$ cat src/rtl/alpha_blend_pipe.sv
// alpha_blend_pipe
//   Pipelined alpha blender between the rasteriser pixel stream and the
//   framebuffer memory controller. Each accepted source pixel issues a
//   framebuffer read. RD_LAT cycles later the returned destination colour is
//   blended with the source (over / additive / replace / multiply). The
//   result is queued in a small FIFO that drives the write-back beats.
//   Admission is credit based, so the FIFO can never overflow.
//
// Ports
//   clk, reset      clock, asynchronous active-low reset
//   in_valid/ready  source pixel handshake
//   in_addr         framebuffer pixel address
//   in_rgb, in_a    source colour (channel 0 in LSBs) and alpha
//   in_mode         00 over, 01 additive, 10 replace, 11 multiply
//   in_last         last pixel of frame
//   rd_en/rd_addr   framebuffer read strobe / address
//   rd_data         destination colour, valid RD_LAT cycles after rd_en
//   wr_valid/ready  write-back beat handshake
//   wr_addr/data    write address / blended colour
//   wr_last         last pixel of frame
//   frame_done      one-cycle pulse after the wr_last beat is written
module alpha_blend_pipe #(
   parameter int CW         = 8,
   parameter int NCH        = 3,
   parameter int AW         = 19,
   parameter int RD_LAT     = 2,
   parameter int FIFO_DEPTH = 4
) (
   input  logic              clk,
   input  logic              reset,
   input  logic              in_valid,
   output logic              in_ready,
   input  logic [AW-1:0]     in_addr,
   input  logic [NCH*CW-1:0] in_rgb,
   input  logic [CW-1:0]     in_a,
   input  logic [1:0]        in_mode,
   input  logic              in_last,
   output logic              rd_en,
   output logic [AW-1:0]     rd_addr,
   input  logic [NCH*CW-1:0] rd_data,
   output logic              wr_valid,
   input  logic              wr_ready,
   output logic [AW-1:0]     wr_addr,
   output logic [NCH*CW-1:0] wr_data,
   output logic              wr_last,
   output logic              frame_done
);

   localparam int DW    = NCH * CW;
   localparam int PW    = 2 * CW + 1;
   localparam int PTR_W = $clog2(FIFO_DEPTH);
   localparam int CNT_W = $clog2(FIFO_DEPTH) + 1;

   localparam logic [CW-1:0] MAX    = {CW{1'b1}};
   localparam logic [PW-1:0] MAX_W  = {{(CW+1){1'b0}}, MAX};
   localparam logic [PW-1:0] HALF_W = MAX_W >> 1;

   localparam logic [1:0] MODE_OVER = 2'b00;
   localparam logic [1:0] MODE_ADD  = 2'b01;
   localparam logic [1:0] MODE_REPL = 2'b10;
   localparam logic [1:0] MODE_MUL  = 2'b11;

   // Rounded division by MAX; the quotient always fits in CW bits.
   function automatic logic [CW-1:0] div_max(input logic [PW-1:0] x);
      return CW'((x + HALF_W) / MAX_W);
   endfunction

   function automatic logic [CW-1:0] sat_max(input logic [CW:0] sum);
      return (sum > {1'b0, MAX}) ? MAX : sum[CW-1:0];
   endfunction

   function automatic logic [CW-1:0] blend_chan(input logic [CW-1:0] s,
                                                input logic [CW-1:0] d,
                                                input logic [CW-1:0] a,
                                                input logic [1:0]    mode);
      logic [PW-1:0] s_w, d_w, a_w, na_w;
      logic [CW-1:0] result;
      s_w    = {{(CW+1){1'b0}}, s};
      d_w    = {{(CW+1){1'b0}}, d};
      a_w    = {{(CW+1){1'b0}}, a};
      na_w   = {{(CW+1){1'b0}}, MAX - a};
      result = s;
      case (mode)
         MODE_OVER: result = div_max(s_w * a_w + d_w * na_w);
         MODE_ADD:  result = sat_max({1'b0, d} + {1'b0, div_max(s_w * a_w)});
         MODE_REPL: result = s;
         MODE_MUL:  result = div_max(s_w * d_w);
      endcase
      return result;
   endfunction

   logic             accept, push, pop;
   logic [CNT_W-1:0] inflight, fifo_count;
   logic [PTR_W-1:0] wptr, rptr;

   logic             vld_p  [RD_LAT];
   logic [AW-1:0]    addr_p [RD_LAT];
   logic [DW-1:0]    rgb_p  [RD_LAT];
   logic [CW-1:0]    a_p    [RD_LAT];
   logic [1:0]       mode_p [RD_LAT];
   logic             last_p [RD_LAT];

   logic [AW-1:0]    fifo_addr [FIFO_DEPTH];
   logic [DW-1:0]    fifo_data [FIFO_DEPTH];
   logic             fifo_last [FIFO_DEPTH];

   logic [DW-1:0]    blend_rgb;

   // ---- accept stage: credits cover both in-flight reads and queued results
   assign in_ready = ({1'b0, inflight} + {1'b0, fifo_count}) < (CNT_W+1)'(FIFO_DEPTH);
   assign accept   = in_valid && in_ready;
   assign rd_en    = accept;
   assign rd_addr  = in_addr;

   // ---- side pipeline stages 0..RD_LAT-1, last stage aligned with rd_data
   always_ff @(posedge clk or negedge reset) begin
      if (!reset) begin
         for (int k = 0; k < RD_LAT; k++) vld_p[k] <= 1'b0;
      end else begin
         vld_p[0] <= accept;
         for (int k = 1; k < RD_LAT; k++) vld_p[k] <= vld_p[k-1];
      end
   end

   always_ff @(posedge clk) begin
      addr_p[0] <= in_addr;
      rgb_p[0]  <= in_rgb;
      a_p[0]    <= in_a;
      mode_p[0] <= in_mode;
      last_p[0] <= in_last;
      for (int k = 1; k < RD_LAT; k++) begin
         addr_p[k] <= addr_p[k-1];
         rgb_p[k]  <= rgb_p[k-1];
         a_p[k]    <= a_p[k-1];
         mode_p[k] <= mode_p[k-1];
         last_p[k] <= last_p[k-1];
      end
   end

   // ---- blend stage RD_LAT: combine with returned destination, push to FIFO
   always_comb begin
      blend_rgb = '0;
      for (int c = 0; c < NCH; c++) begin
         blend_rgb[c*CW +: CW] = blend_chan(rgb_p[RD_LAT-1][c*CW +: CW],
                                            rd_data[c*CW +: CW],
                                            a_p[RD_LAT-1], mode_p[RD_LAT-1]);
      end
   end

   assign push = vld_p[RD_LAT-1];

   always_ff @(posedge clk) begin
      if (push) begin
         fifo_addr[wptr] <= addr_p[RD_LAT-1];
         fifo_data[wptr] <= blend_rgb;
         fifo_last[wptr] <= last_p[RD_LAT-1];
      end
   end

   // ---- output stage: FIFO head drives the write-back beat
   assign wr_valid = (fifo_count != '0);
   assign pop      = wr_valid && wr_ready;
   assign wr_addr  = wr_valid ? fifo_addr[rptr] : '0;
   assign wr_data  = wr_valid ? fifo_data[rptr] : '0;
   assign wr_last  = wr_valid && fifo_last[rptr];

   always_ff @(posedge clk or negedge reset) begin
      if (!reset) begin
         inflight   <= '0;
         fifo_count <= '0;
         wptr       <= '0;
         rptr       <= '0;
         frame_done <= 1'b0;
      end else begin
         if (accept && !push)      inflight <= inflight + CNT_W'(1);
         else if (!accept && push) inflight <= inflight - CNT_W'(1);

         if (push && !pop)         fifo_count <= fifo_count + CNT_W'(1);
         else if (!push && pop)    fifo_count <= fifo_count - CNT_W'(1);

         if (push) wptr <= wptr + PTR_W'(1);
         if (pop)  rptr <= rptr + PTR_W'(1);

         frame_done <= pop && fifo_last[rptr];
      end
   end

endmodule

$ cat config.mk
export PLATFORM = sky130hd
export DESIGN_NAME = alpha_blend_pipe
export DESIGN_NICKNAME = d
export VERILOG_FILES = /design/src/rtl/alpha_blend_pipe.sv
export SDC_FILE = /design/constraint.sdc
export NUM_CORES = 2
export LEC_CHECK = 0
export CAP_MARGIN = 10
export CORE_MARGIN = 4
export CORE_UTILIZATION = 25
export CTS_BUF_LIST = sky130_fd_sc_hd__clkbuf_4 sky130_fd_sc_hd__clkbuf_8
export DETAILED_ROUTE_END_ITERATION = 8
export SYNTH_ARGS = -nofsm -noshare
export SYNTH_HDL_FRONTEND = slang
export SYNTH_SLANG_ARGS = --single-unit
$ cat constraint.sdc
create_clock -name clk -period 18.9 [get_ports clk]
set_input_delay 1.89 -clock clk [delete_from_list [all_inputs] [get_ports clk]]
set_output_delay 1.89 -clock clk [all_outputs]
set_load 0.005 [all_outputs]
==> Flow_metrics.wiki <==
{| class="wikitable"
! Metric !! Value
|-
| Origin of the critical flop-to-flop path || a_p[0][14]
|-
| Overall routed net length || 138000 um
|-
| Count of cell types in the netlist || 173
|-
| CTS Hold Bufs || 0
|-
| Clock sinks || 297
|-
| Unrepaired setup endpoints after global routing || false
|-
| Worst path required time || 19.36 ns
|-
| End point of the most critical hold path || a_p[0][11]
|-
| Most common flop cell mapped by yosys || sky130_fd_sc_hd__edfxtp_1
|-
| Post-placement cell area || 0.0521 mm2
|-
| Die width || 447 um
|-
| Floorplan die area || 0.200 mm2
|-
| Ranking of synthesized cells by area || sky130_fd_sc_hd__fa_1, sky130_fd_sc_hd__edfxtp_1, sky130_fd_sc_hd__ha_1
|-
| Synthesized area per cell || 8.75 um2
|-
| Synth async-reset ratio || 0.0438
|-
| Final hold vios || 0
|-
| Buffers & Inverters on Critical Path || 6
|-
| Overall die height || 447 um
|-
| Maximum buffer depth of the clock tree || 3
|-
| Setup-violating endpoint count in the final report || 0
|-
| Source of the worst hold timing path || a_p[0][3]
|-
| Worst reg2reg path depth || 53
|-
| Clock skew || 0.0470 ns
|-
| Cell family with most CP delay || adder cells
|-
| Post-synthesis compound-gate area fraction || 0.196
|-
| Fin util || 0.280
|-
| Adder and majority cell fraction of the synthesized area || 0.275
|-
| Clock transition at the registers of the reported paths || 0.07 ns
|-
| Global placement routability congestion || 0.901
|-
| Antenna violations before repair || 20
|-
| Crit Path Max Fanout || 48
|-
| Crit path time final || 17.12 ns
|-
| Final standard cell area without fillers || 0.0534 mm2
|-
| Type of element capturing the critical path || flip-flop
|-
| Period utilization || 0.906
|-
| TritonCTS clock tree || yes
|-
| Endpoint of the worst register-to-register path || fifo_data[3][16]
|-
| Max-cap violations || 0
|-
| Fraction of post-synthesis cell area in the top cell type by area || 0.168
|-
| Post-CTS setup buffer count || 0
|-
| Net count after synthesis || 6396
|-
| Fraction of synthesized area in multiplexers || 0.0364
|-
| Worst hold path depth || 0
|-
| Max-slew headroom at the worst pin || 0.250
|-
| Initial detailed-routing violation count || 2702
|-
| Cell type contributing the most total cell area after synthesis || sky130_fd_sc_hd__fa_1
|-
| Cell chosen for the clock root || sky130_fd_sc_hd__clkbuf_8
|-
| Final-report max-slew violation count || 0
|-
| I/O Pins || 149
|-
| Maximum operating frequency || 0.0584 GHz
|-
| Startpoint-to-endpoint class of the critical path || flip-flop to flip-flop
|-
| Maximum number of pins on one net before global-route repair || 71
|-
| TritonCTS buffer count || 51
|-
| GRT Total Usage || 0.135
|-
| Mapped Area || 0.0481 mm2
|-
| Rows || 160
|-
| Simple-gate area share of the yosys netlist || 0.218
|-
| Worst slack, placed || 1.98 ns
|-
| Quantity of I/O buffers inserted on ports || 148
|-
| Gate Count Post-Synth || 5502
|-
| Number of synthesized register bits || 297
|-
| Portion of the post-synthesis area used by sequential elements || 0.161
|-
| XOR/XNOR Fraction of Synth Area || 0.0410
|-
| Main combinational cell family by area after synthesis || adder cells
|-
| HPWL reported at the end of detailed placement || 109000 um
|-
| Skew-Pair Late Insertion Delay || 0.68 ns
|-
| Setup TNS || 0 ns
|-
| Path category of the worst min-delay check || flip-flop to flip-flop
|-
| DRT antenna net count || 0
|-
| H-tree levels || 2
|-
| Net total in the final layout || 6434
|-
| Synthesis warning total || 0
|-
| Measured slew at the worst slew-check pin || 1.11 ns
|-
| Launching element type of the critical path || flip-flop
|-
| Post-route DRC violation count || 0
|-
| DR vias || 41000
|-
| Worst reg-to-reg setup slack || 1.78 ns
|-
| EDFF count, synth || 176
|-
| Via count of the first global-routing pass || 40300
|-
| Result of the run || completed
|-
| Data arrival time of the critical path || 17.57 ns
|-
| Effective utilization at floorplan || 0.252
|-
| CTS resizes || 0
|-
| Wire length of the first global-routing pass || 221000 um
|-
| Area of the core || 0.191 mm2
|-
| First-pass DRT Iterations || 5
|-
| Most used cell, CP || sky130_fd_sc_hd__fa_1
|-
| Number of fillers in the final layout || 20100
|-
| Total global routing overflow || 0
|-
| Highest cell delay on the worst timing path || 0.94 ns
|-
| Least setup slack across all paths after layout || 1.78 ns
|-
| Final routed wire length divided by cell count || 17.0 um
|-
| Growth of design area from synthesis to finish || 10.9%
|-
| Via-to-Cell Ratio || 5.06
|-
| Fraction of final layout cells with drive strength greater than 1 || 0.0815
|-
| Cell type of the slowest stage on the worst timing path || sky130_fd_sc_hd__dfxtp_2
|}
## cells by family (layout without fill, tap and decap cells)
| kind of cell | Yosys count | count (layout) |
|---|---|---|
| and+or+nand+nor | 1929 | 1929 |
| muxes | 114 | 114 |
| other | 0 | 14 |
| AOI/OAI and AO/OA | 1253 | 1253 |
| adders and majority gates | 816 | 816 |
| DFF | 297 | 297 |
| buffers and inverters | 878 | 959 |
| xor gates and xnor gates | 215 | 215 |
## state kept, by name, indices dropped and copies added, names as in the netlist
| signal | count |
|---|---|
| last_p | 2 |
| mode_p | 4 |
| vld_p | 1 |
| addr_p | 38 |
| a_p | 16 |
| inflight | 3 |
| fifo_addr | 76 |
| wptr | 2 |
| fifo_last | 4 |
| rptr | 2 |
| rgb_p | 48 |
| frame_done | 1 |
| push | 1 |
| fifo_data | 96 |
| fifo_count | 3 |
## worst register-to-register path: cells and delay by family (launching register included)
family / cells / cell delay [ns]
compound gates: 13 / 3.63
fa+ha+maj: 13 / 5.56
buf+inv: 6 / 0.41
xor+xnor: 2 / 0.32
simple gates: 17 / 5.27
mux: 2 / 0.79
flops: 1 / 0.94
## placed cells by master, fill, tap and decap left out, types with 25 or more instances in the layout
cell / Yosys / layout
sky130_fd_sc_hd__a211o_1: 30 / 30
sky130_fd_sc_hd__a211oi_1: 48 / 48
sky130_fd_sc_hd__a21o_1: 68 / 68
sky130_fd_sc_hd__a21oi_1: 225 / 225
sky130_fd_sc_hd__a221oi_1: 36 / 36
sky130_fd_sc_hd__a31oi_1: 44 / 44
sky130_fd_sc_hd__and2_1: 319 / 315
sky130_fd_sc_hd__and3_1: 45 / 45
sky130_fd_sc_hd__buf_4: 22 / 34
sky130_fd_sc_hd__clkbuf_8: 0 / 55
sky130_fd_sc_hd__clkdlybuf4s50_1: 0 / 148
sky130_fd_sc_hd__dfxtp_1: 108 / 100
sky130_fd_sc_hd__edfxtp_1: 176 / 176
sky130_fd_sc_hd__fa_1: 404 / 404
sky130_fd_sc_hd__ha_1: 408 / 406
sky130_fd_sc_hd__inv_1: 674 / 674
sky130_fd_sc_hd__mux2_2: 29 / 29
sky130_fd_sc_hd__mux2i_1: 37 / 37
sky130_fd_sc_hd__mux4_2: 44 / 44
sky130_fd_sc_hd__nand2_1: 469 / 469
sky130_fd_sc_hd__nand2b_1: 170 / 170
sky130_fd_sc_hd__nand3_1: 121 / 121
sky130_fd_sc_hd__nand4_1: 54 / 54
sky130_fd_sc_hd__nor2_1: 266 / 266
sky130_fd_sc_hd__nor2b_1: 98 / 98
sky130_fd_sc_hd__nor3_1: 102 / 102
sky130_fd_sc_hd__nor4_1: 32 / 32
sky130_fd_sc_hd__o2111ai_1: 25 / 25
sky130_fd_sc_hd__o211ai_1: 61 / 61
sky130_fd_sc_hd__o21a_1: 58 / 58
sky130_fd_sc_hd__o21ai_0: 184 / 184
sky130_fd_sc_hd__o21ai_1: 45 / 45
sky130_fd_sc_hd__o22ai_1: 28 / 28
sky130_fd_sc_hd__or3_1: 46 / 46
sky130_fd_sc_hd__xnor2_1: 144 / 144
sky130_fd_sc_hd__xor2_1: 60 / 60
## cells in the mapped netlist, drive strengths merged (47+ instances only)
cell and number:
buf 65, nand2 471, xor2 64, o211ai 64, nor2b 98, a21o 69, a21oi 244, nor3 109
a31oi 49, dfxtp 108, nand2b 171, nand4 58, o21a 60, a211oi 59, nor2 275, fa 404
or3 49, clkbuf 132, edfxtp 176, and3 47, o21ai 235, nand3 128, inv 681, xnor2 150
ha 408, and2 323
## routing by layer
layer  vias to the layer above  global-route usage  wire [um]
met5                         -                   0         27
met4                         4              0.0299       2740
met2                      1059               0.227      64900
met3                       153              0.0155       6690
met1                     20300               0.185      63800
li1                      19500                   -          -
## worst max-delay path by stage
stage                     startpoint                to  slack (ns)  depth (start not counted)
after global placement    a_p[0][14]  fifo_data[0][16]        2.39                         53
after detailed placement  a_p[0][14]  fifo_data[1][16]        1.98                         53
after global routing      a_p[0][14]  fifo_data[3][16]        0.79                         53
final                     a_p[0][14]  fifo_data[3][16]        1.78                         53
after CTS                 a_p[0][14]  fifo_data[0][16]        1.93                         53
after floorplan           a_p[0][15]  fifo_data[0][16]        3.96                         57
## area by class of cell
type	count	area (um2)	share of cell area
multi-input cells	4327	36900	0.691
clock buffers	68	855	0.0160
inverters	681	2560	0.0479
well taps	2511	3140	0.0588
clock inverters	28	359	0.00673
flip-flops and latches	297	7790	0.146
diodes	14	35.0	0.000656
repair buffers	182	1740	0.0325
## per-stage QoR
| step | instances | hold slack, ns |
|---|---|---|
| 2_1_floorplan | 5502 | 0.310 |
| 3_3_place_gp | 7998 | 0.312 |
| 3_5_place_dp | 7998 | 0.312 |
| 4_1_cts | 8094 | 0.324 |
| 5_1_grt | 8100 | 0.327 |
| 6_report | 8108 | 0.319 |
Power is left out: the tool's default activity adds up to more than one toggle a clock period on the data nets, which glitch-free logic cannot reach.
